File: src/rtl/input_debouncer.sv
// Input conditioning for the board switches and buttons.
// Each channel has a 2-flop synchronizer and a tick-driven stability filter.
// A new level is accepted only after STABLE_TICKS consecutive sample ticks
// that all disagree with the current output. The block also produces
// registered rise and fall pulses on every accepted change.
module input_debouncer #(
  parameter int unsigned      WIDTH        = 4,
  parameter int unsigned      STABLE_TICKS = 8,
  parameter int unsigned      COUNT_W      = 4,
  parameter logic [WIDTH-1:0] RESET_LEVEL  = '0
) (
  input  logic             clock,
  input  logic             reset_pulse,
  input  logic             sample_tick,
  input  logic [WIDTH-1:0] raw_in,
  output logic [WIDTH-1:0] level_out,
  output logic [WIDTH-1:0] rise_pulse,
  output logic [WIDTH-1:0] fall_pulse,
  output logic             changed
);

  typedef enum logic {
    ST_STABLE,
    ST_CONFIRM
  } state_t;

  // Count value on which the next disagreeing tick commits the new level.
  localparam logic [COUNT_W-1:0] LAST_CNT = COUNT_W'(STABLE_TICKS - 1);

  logic [WIDTH-1:0]   sync1;
  logic [WIDTH-1:0]   sync2;
  state_t             state_q [WIDTH];
  state_t             state_d [WIDTH];
  logic [COUNT_W-1:0] cnt_q   [WIDTH];
  logic [COUNT_W-1:0] cnt_d   [WIDTH];
  logic [WIDTH-1:0]   level_d;
  logic [WIDTH-1:0]   rise_d;
  logic [WIDTH-1:0]   fall_d;
  logic               commit;

  // Two-flop synchronizer; it samples on every clock, whatever the tick does.
  always_ff @(posedge clock or negedge reset_pulse) begin
    if (!reset_pulse) begin
      sync1 <= RESET_LEVEL;
      sync2 <= RESET_LEVEL;
    end else begin
      sync1 <= raw_in;
      sync2 <= sync1;
    end
  end

  // Per-channel filter state and stability counter.
  always_ff @(posedge clock or negedge reset_pulse) begin
    if (!reset_pulse) begin
      for (int unsigned i = 0; i < WIDTH; i++) begin
        state_q[i] <= ST_STABLE;
        cnt_q[i]   <= '0;
      end
    end else begin
      for (int unsigned i = 0; i < WIDTH; i++) begin
        state_q[i] <= state_d[i];
        cnt_q[i]   <= cnt_d[i];
      end
    end
  end

  // Registered level, edge pulses and the summary change flag.
  always_ff @(posedge clock or negedge reset_pulse) begin
    if (!reset_pulse) begin
      level_out  <= RESET_LEVEL;
      rise_pulse <= '0;
      fall_pulse <= '0;
      changed    <= 1'b0;
    end else begin
      level_out  <= level_d;
      rise_pulse <= rise_d;
      fall_pulse <= fall_d;
      changed    <= |(rise_d | fall_d);
    end
  end

  // Next-state logic. A commit flips the level, arms one pulse bit and
  // returns the channel to STABLE with a cleared counter.
  always_comb begin
    level_d = level_out;
    rise_d  = '0;
    fall_d  = '0;
    commit  = 1'b0;
    for (int unsigned i = 0; i < WIDTH; i++) begin
      state_d[i] = state_q[i];
      cnt_d[i]   = cnt_q[i];
      commit     = 1'b0;
      if (sample_tick) begin
        unique case (state_q[i])
          ST_STABLE: begin
            if (sync2[i] != level_out[i]) begin
              if (STABLE_TICKS == 1) begin
                commit = 1'b1;
              end else begin
                cnt_d[i]   = COUNT_W'(1);
                state_d[i] = ST_CONFIRM;
              end
            end
          end
          ST_CONFIRM: begin
            if (sync2[i] == level_out[i]) begin
              cnt_d[i]   = '0;
              state_d[i] = ST_STABLE;
            end else if (cnt_q[i] == LAST_CNT) begin
              commit = 1'b1;
            end else begin
              cnt_d[i] = cnt_q[i] + COUNT_W'(1);
            end
          end
          default: begin
            cnt_d[i]   = '0;
            state_d[i] = ST_STABLE;
          end
        endcase
      end
      if (commit) begin
        level_d[i] = ~level_out[i];
        rise_d[i]  = ~level_out[i];
        fall_d[i]  = level_out[i];
        cnt_d[i]   = '0;
        state_d[i] = ST_STABLE;
      end
    end
  end

endmodule

File: config.mk
export PLATFORM = sky130hd
export DESIGN_NAME = input_debouncer
export DESIGN_NICKNAME = d
export VERILOG_FILES = /design/src/rtl/input_debouncer.sv
export SDC_FILE = /design/constraint.sdc
export NUM_CORES = 1
export LEC_CHECK = 0
export CORE_ASPECT_RATIO = 1.1
export CORE_MARGIN = 2
export CORE_UTILIZATION = 54
export DETAILED_ROUTE_END_ITERATION = 16
export PLACE_DENSITY = 0.8
export SKIP_LAST_GASP = 1
export SYNTH_ARGS = -nofsm -noshare
export SYNTH_HDL_FRONTEND = slang
export SYNTH_SLANG_ARGS = --single-unit
File: constraint.sdc
create_clock -name clock -period 1.8 [get_ports clock]
set_input_delay 0.54 -clock clock [delete_from_list [all_inputs] [get_ports clock]]
set_output_delay 0.54 -clock clock [all_outputs]
set_load 0.01 [all_outputs]
==> results of run 1 <==
==> power groups by stage <==
stage | clock (mW) | combinational, mW | sequential, mW
after floorplan | 0 | 0.185 | 1.09
after global placement | 0 | 0.259 | 1.10
after detailed placement | 0 | 0.282 | 1.10
after CTS | 0.450 | 0.303 | 1.08
after global routing | 0.485 | 0.343 | 1.09
final | 0.448 | 0.302 | 1.08
==> path summary, 6_finish.rpt <==
path,start,end,slack [ns],cells past startpoint
min in group clock,sync1[1],sync2[1],0.36,0
max reg2reg,level_out[0],level_out[0],0.22,4
min reg2reg,sync1[1],sync2[1],0.36,0
min,reset_pulse,cnt_q[11],0.23,2
max,rise_pulse[1],rise_pulse[1],0.03,1
max in group asynchronous,reset_pulse,level_out[0],1.19,2
==> worst register-to-register path, cell delays in order (launching register included) <==
cell and delay (ns):
dfrtp_2 0.42, buf_4 0.16, xor2_1 0.31, or3b_4 0.46, xnor2_1 0.14
==> metal layers <==
| metal | vias up | share of wire, % | GRT usage (%) |
|---|---|---|---|
| met4 | 0 | 2.4 | 8.140 |
| met5 | - | 0 | 0 |
| met3 | 9 | 5.3 | 6.073 |
| li1 | 602 | - | - |
| met1 | 612 | 43 | 26.49 |
| met2 | 32 | 49 | 32.72 |
==> through the flow <==
| stage | setup TNS (ns) | cells | util [%] | setup WS, ns |
|---|---|---|---|---|
| finish | 0 | 217 | 69.07 | 0.03449 |
| global placement | -4.530 | 205 | 65.61 | -0.3065 |
| global route | -0.02200 | 217 | 69.07 | -0.01504 |
| floorplan | 0 | 150 | - | 0.2759 |
| CTS | -0.007040 | 217 | 68.42 | -0.007040 |
| detailed placement | -5.785 | 205 | 65.61 | -0.3573 |
==> layout make-up <==
| class | instances | share of cell area (%) |
|---|---|---|
| clock buffer | 7 | 2.121 |
| clock inverter | 1 | 0.3536 |
| inverter | 8 | 1.414 |
| multi-input combinational | 97 | 32.41 |
| sequential | 41 | 48.56 |
| tap | 34 | 2.004 |
| timing repair buffer | 29 | 13.14 |
==> placed cells by master, fill, tap and decap left out, types with 2 or more instances in the layout <==
| cell type | count |
|---|---|
| o2bb2ai_1 | 9 |
| dfrtp_2 | 4 |
| nor2b_1 | 3 |
| or3b_4 | 3 |
| nand4b_1 | 4 |
| a32o_1 | 3 |
| o21ai_0 | 12 |
| clkbuf_1 | 2 |
| dlymetal6s2s_1 | 8 |
| ha_1 | 4 |
| clkbuf_4 | 5 |
| nor2_1 | 8 |
| buf_4 | 10 |
| dfrtp_1 | 37 |
| nand3_1 | 8 |
| inv_1 | 8 |
| xor2_2 | 3 |
| o211ai_1 | 4 |
| mux2i_1 | 7 |
| clkdlybuf4s50_1 | 9 |
| nand2_1 | 12 |
| a21oi_1 | 8 |
| xnor2_1 | 4 |
==> Yosys cell counts (7+ instances only) <==
cell type / count / area (µm²)
dfrtp_1: 41 / 1026
nand2_1: 12 / 45.04
o21ai_0: 12 / 60.06
o2bb2ai_1: 9 / 78.83
a21oi_1: 8 / 40.04
inv_1: 8 / 30.03
nand3_1: 8 / 40.04
nor2_1: 8 / 30.03
mux2i_1: 7 / 70.07
==> logic make-up (layout without fill, tap and decap cells) <==
family	Yosys count	after routing	share of synthesized area, %
flip-flops	41	41	58.28
buffers and inverters	12	45	2.629
adder cells (fa/ha/maj)	4	4	2.843
AND/OR/NAND/NOR	41	41	12.79
multiplexers	8	8	4.620
XOR/XNOR	8	8	5.259
AO/OA/AOI/OAI	36	36	13.58
==> state kept, by name, indices dropped and copies added, names as in the netlist <==
signal,count
level_out,4
fall_pulse,4
rise_pulse,4
state_q,4
sync1,4
changed,1
sync2,4
cnt_q,16
==> what timing repair did <==
item                       4_1_cts  5_1_grt
hold endpoints to repair         0        0
setup endpoints to repair        4       15
gates resized for setup          5        8
gates cloned                     0        0
setup buffers                    4        0
hold buffers                     0        0
==> out/metrics.yaml, run 1 <==
floorplanning:
  rows: 21
  boundaryPins: 20
  start_util_pct: 57.26
  die_x_um: 58.44
  dieArea_um2: 3733
  core_um2: 3074
  fp.dieH_um: 63.89
sta:
  maxSlewViolCount: 0
  fin_crit_ns: 1.766
  relSlewSlack_pct: 65.98
  setup_viol_count_final: 0
  hold_viol_final: 0
  hold_slack_ns: 0.2286
  post-route-period-util_pct: 98.08
  worst_clock_skew_ns: 0.006072
  worst_slew_pin_slew_ns: 0.5103
  clock.fmax_mhz: 566.4
worst_setup_path:
  cp_num_buf_inv: 1
  crit_required_ns: 1.26
  cp-start-kind: "register"
  critPathTopFamily: "buffers and inverters"
  worstSetupEndpointType: "output port"
  arrival_ns: 1.23
  crit_chain: "clkdlybuf4s50_1"
  crit_fanout: 1
  slowest_delay_ns: 0.53
  cpMaxStageDelayCell: "clkdlybuf4s50_1"
  critical_path_class: "reg -> out"
global_route:
  grt.total_usage_pct: 20.69
  grt_first_pass_wirelength_mm: 5.906
  grt_overflow: 0
  grt_max_degree: 42
  antenna_found_initial: 0
  grt_pass1_vias: 1324
placement:
  hpwl_mm: 2.330
  place_area_um2: 2017
  gp_congestion: 0.7238
  port_buffers: 19
pwr:
  ir_worst_vdd_mv: 0.7399
  switchingPower_mw: 0.5337
  intPower_mw: 1.292
  switching_share_pct: 29.24
  leakage_nw: 1.074
  combPwrFrac_pct: 16.5
  p_seq_share_pct: 58.9
  finalPower_mw: 1.825
  pwr-share-clk_pct: 24.5
  power.density_nw_per_um2: 859.7
clock_network:
  insertion_delay_ns: 0.35
  cts.sinks: 41
  clk_pin_slew_ns: 0.11
  cts_tree: "yes"
  htreeDepth: 2
  root_buffer: "clkbuf_4"
  clk_path_buf_depth: 2
  cts_buffers: 5
yosys:
  async_flop_share_pct: 100.0
  synth_edf_count: 0
  synth_cell_types: 24
  ys.flop_type: "dfrtp_1"
  syn-num-nets: 161
  syn_inst: 150
  synth-warning-count: 0
  yosysSeqAreaShare_pct: 58.28
  avgSynthCellArea_um2: 11.74
  ys_ff_latch: 41
  syn_area_um2: 1760
status:
  outcome: "finished clean"
final_layout:
  drive_gt1_share_pct: 15.30
  area_growth_pct: 20.61
  nNetsFinal: 193
  multi_input_area_um2: 688.2
  seq_area_um2: 1031
  stdcell_area_um2: 2123
  antenna_cells: 0
  final.fill_count: 227
routing:
  via_count: 1255
  drtAntennaViolNets: 0
  firstDrtPassIters: 4
  wl_mm: 3.468
  wl_per_cell_um: 15.98
  drt_iter0_drc: 65
  drc: 0
  vias_per_cell: 5.783
flow_run:
  drv_cap: 0
hold_path:
  worstHoldPathType: "in -> async"
Power figures use the tool's default switching activity.
==> run 2, diff against run 1 <==
--- a/config.mk
+++ b/config.mk
@@ -8,7 +8,9 @@
 export CORE_ASPECT_RATIO = 1.1
 export CORE_MARGIN = 2
 export CORE_UTILIZATION = 54
+export CTS_CLUSTER_DIAMETER = 30
 export DETAILED_ROUTE_END_ITERATION = 16
+export HOLD_SLACK_MARGIN = 0.06
 export PLACE_DENSITY = 0.8
 export SKIP_LAST_GASP = 1
 export SYNTH_ARGS = -nofsm -noshare
==> results of run 2 <==
No change in the layout: final DEF, timing and power equal those of run 1.
==> run 3, diff against run 2 <==
--- a/config.mk
+++ b/config.mk
@@ -7,11 +7,12 @@
 export LEC_CHECK = 0
 export CORE_ASPECT_RATIO = 1.1
 export CORE_MARGIN = 2
-export CORE_UTILIZATION = 54
+export CORE_UTILIZATION = 51
 export CTS_CLUSTER_DIAMETER = 30
+export CTS_CLUSTER_SIZE = 12
 export DETAILED_ROUTE_END_ITERATION = 16
 export HOLD_SLACK_MARGIN = 0.06
-export PLACE_DENSITY = 0.8
+export PLACE_DENSITY = 0.77
 export SKIP_LAST_GASP = 1
 export SYNTH_ARGS = -nofsm -noshare
 export SYNTH_HDL_FRONTEND = slang
==> run 3 against run 2 <==
  * Clock skew increased by 0.00073 ns
  * Highest routed layer unchanged
  * First-iteration DRC count down 49%
  * Global-route usage shrank 2.6 points
  * Largest power group unchanged
  * Non-clock buffer count increased by 1
==> out/metrics.yaml, run 3 (synthesis gave the netlist of run 1 again) <==
floorplanning:
  fp.dieH_um: 65.62
  boundaryPins: 20
  die_x_um: 60.02
  core_um2: 3331
  dieArea_um2: 3939
  start_util_pct: 52.85
  rows: 22
routing:
  drc: 0
  wl_per_cell_um: 13.36
  drtAntennaViolNets: 0
  drt_iter0_drc: 33
  via_count: 1244
  wl_mm: 3.086
  firstDrtPassIters: 4
  vias_per_cell: 5.385
global_route:
  gr-max-usage-layer: "met2"
  grt_max_degree: 42
  grt_pass1_vias: 1210
  grt_overflow: 0
  grt.met1_usage_pct: 23.21
  grt_first_pass_wirelength_mm: 5.223
  antenna_found_initial: 0
  grt_use_met2_pct: 28.26
  grt.total_usage_pct: 18.13
  grtUsageMet3_pct: 5.709
worst_setup_path:
  cp_num_buf_inv: 1
  arrival_ns: 1.21
  crit_chain: "clkdlybuf4s50_1"
  crit_fanout: 1
  worstSetupEndpointType: "output port"
  slowest_delay_ns: 0.54
  crit_required_ns: 1.26
  cp-start-kind: "register"
  cpMaxStageDelayCell: "clkdlybuf4s50_1"
  critPathTopFamily: "buffers and inverters"
  critical_path_class: "reg -> out"
final_layout:
  fin_util_pct: 64.80
  area_growth_pct: 22.60
  nNetsFinal: 194
  final.fill_count: 259
  final_cell_mix: "dfrtp_1, clkdlybuf4s50_1, nand2_1, o21ai_0, buf_4"
  drive_gt1_share_pct: 16.39
  stdcell_area_um2: 2158
  layout_commonest_cell: "dfrtp_1"
  largest_reg_flops: 16
  antenna_cells: 0
  top_register: "cnt_q"
pwr:
  ir_worst_vdd_mv: 0.6648
  leakage_nw: 1.029
  power.density_nw_per_um2: 894.9
  finalPower_mw: 1.931
sta:
  relSlewSlack_pct: 66.37
  worst_slew_pin_slew_ns: 0.5044
  worst_clock_skew_ns: 0.006800
  rsz0062_at_grt: "no"
  fin_crit_ns: 1.752
  post-route-period-util_pct: 97.35
  setup_viol_count_final: 0
  maxSlewViolCount: 0
  hold_viol_final: 0
  clock.fmax_mhz: 570.7
placement:
  port_buffers: 19
  gp_congestion: 0.7140
  place_area_um2: 2042
  hpwl_mm: 2.194
status:
  outcome: "finished clean"
clock_network:
  cts_tree: "yes"
  cts_buffers: 5
  root_buffer: "clkbuf_4"
  cts_hold_buf: 0
  htreeDepth: 2
  insertion_delay_ns: 0.33
  cts.sinks: 41
  clk_pin_slew_ns: 0.11
  clk_path_buf_depth: 2
hold_path:
  worstHoldPathType: "in -> async"
flow_run:
  drv_cap: 0
[run 3: area by class of cell]
type	count	area, µm²	area share [%]
Sequential cell	41	1031	47.77
Multi-Input combinational cell	97	688.2	31.88
Timing Repair Buffer	30	276.5	12.81
Tap cell	48	60.06	2.783
Clock buffer	5	37.54	1.739
Clock inverter	2	35.03	1.623
Inverter	8	30.03	1.391
[run 3: path summary, 6_finish.rpt]
path | startpoint | to | slack [ns] | cells after the start
worst max-delay path | fall_pulse[0] | fall_pulse[0] | 0.05 | 1
worst min-delay path | reset_pulse | cnt_q[11] | 0.24 | 2
worst max register to register | level_out[0] | level_out[0] | 0.22 | 4
worst min register to register | sync1[3] | sync2[3] | 0.36 | 0
max in group asynchronous | reset_pulse | level_out[2] | 1.17 | 2
min in group clock | sync1[3] | sync2[3] | 0.36 | 0
[run 3: timing repair]
action	CTS	global route
setup buffers	4	0
cloned	0	0
resized for setup	5	4
pin swaps	0	0
setup endpoints to repair	4	4
[run 3: layer usage]
layer / wire length (µm) / part of all wire, %
met5: 0 / 0
met4: 57 / 1.8
met3: 143 / 4.6
met2: 1516 / 49
met1: 1370 / 44
[run 3: metrics by stage]
step                      std cells  setup TNS, ns  setup slack (ns)  hold slack, ns
after CTS                       231       -0.01106          -0.01106          0.2479
after detailed placement        220         -2.378           -0.2499          0.3389
after global placement          220         -2.234           -0.2444          0.3336
after floorplan                 150              0            0.2759          0.2444
after global routing            231              0          0.001684          0.2718
final                           231              0           0.04766          0.2411
[run 3: power breakdown]
part / switching (mW) / total (mW) / internal (mW)
clock network: 0.271 / 0.554 / 0.283
registers: 0.0804 / 1.08 / 0.998
logic: 0.156 / 0.299 / 0.143
total: 0.508 / 1.93 / 1.42
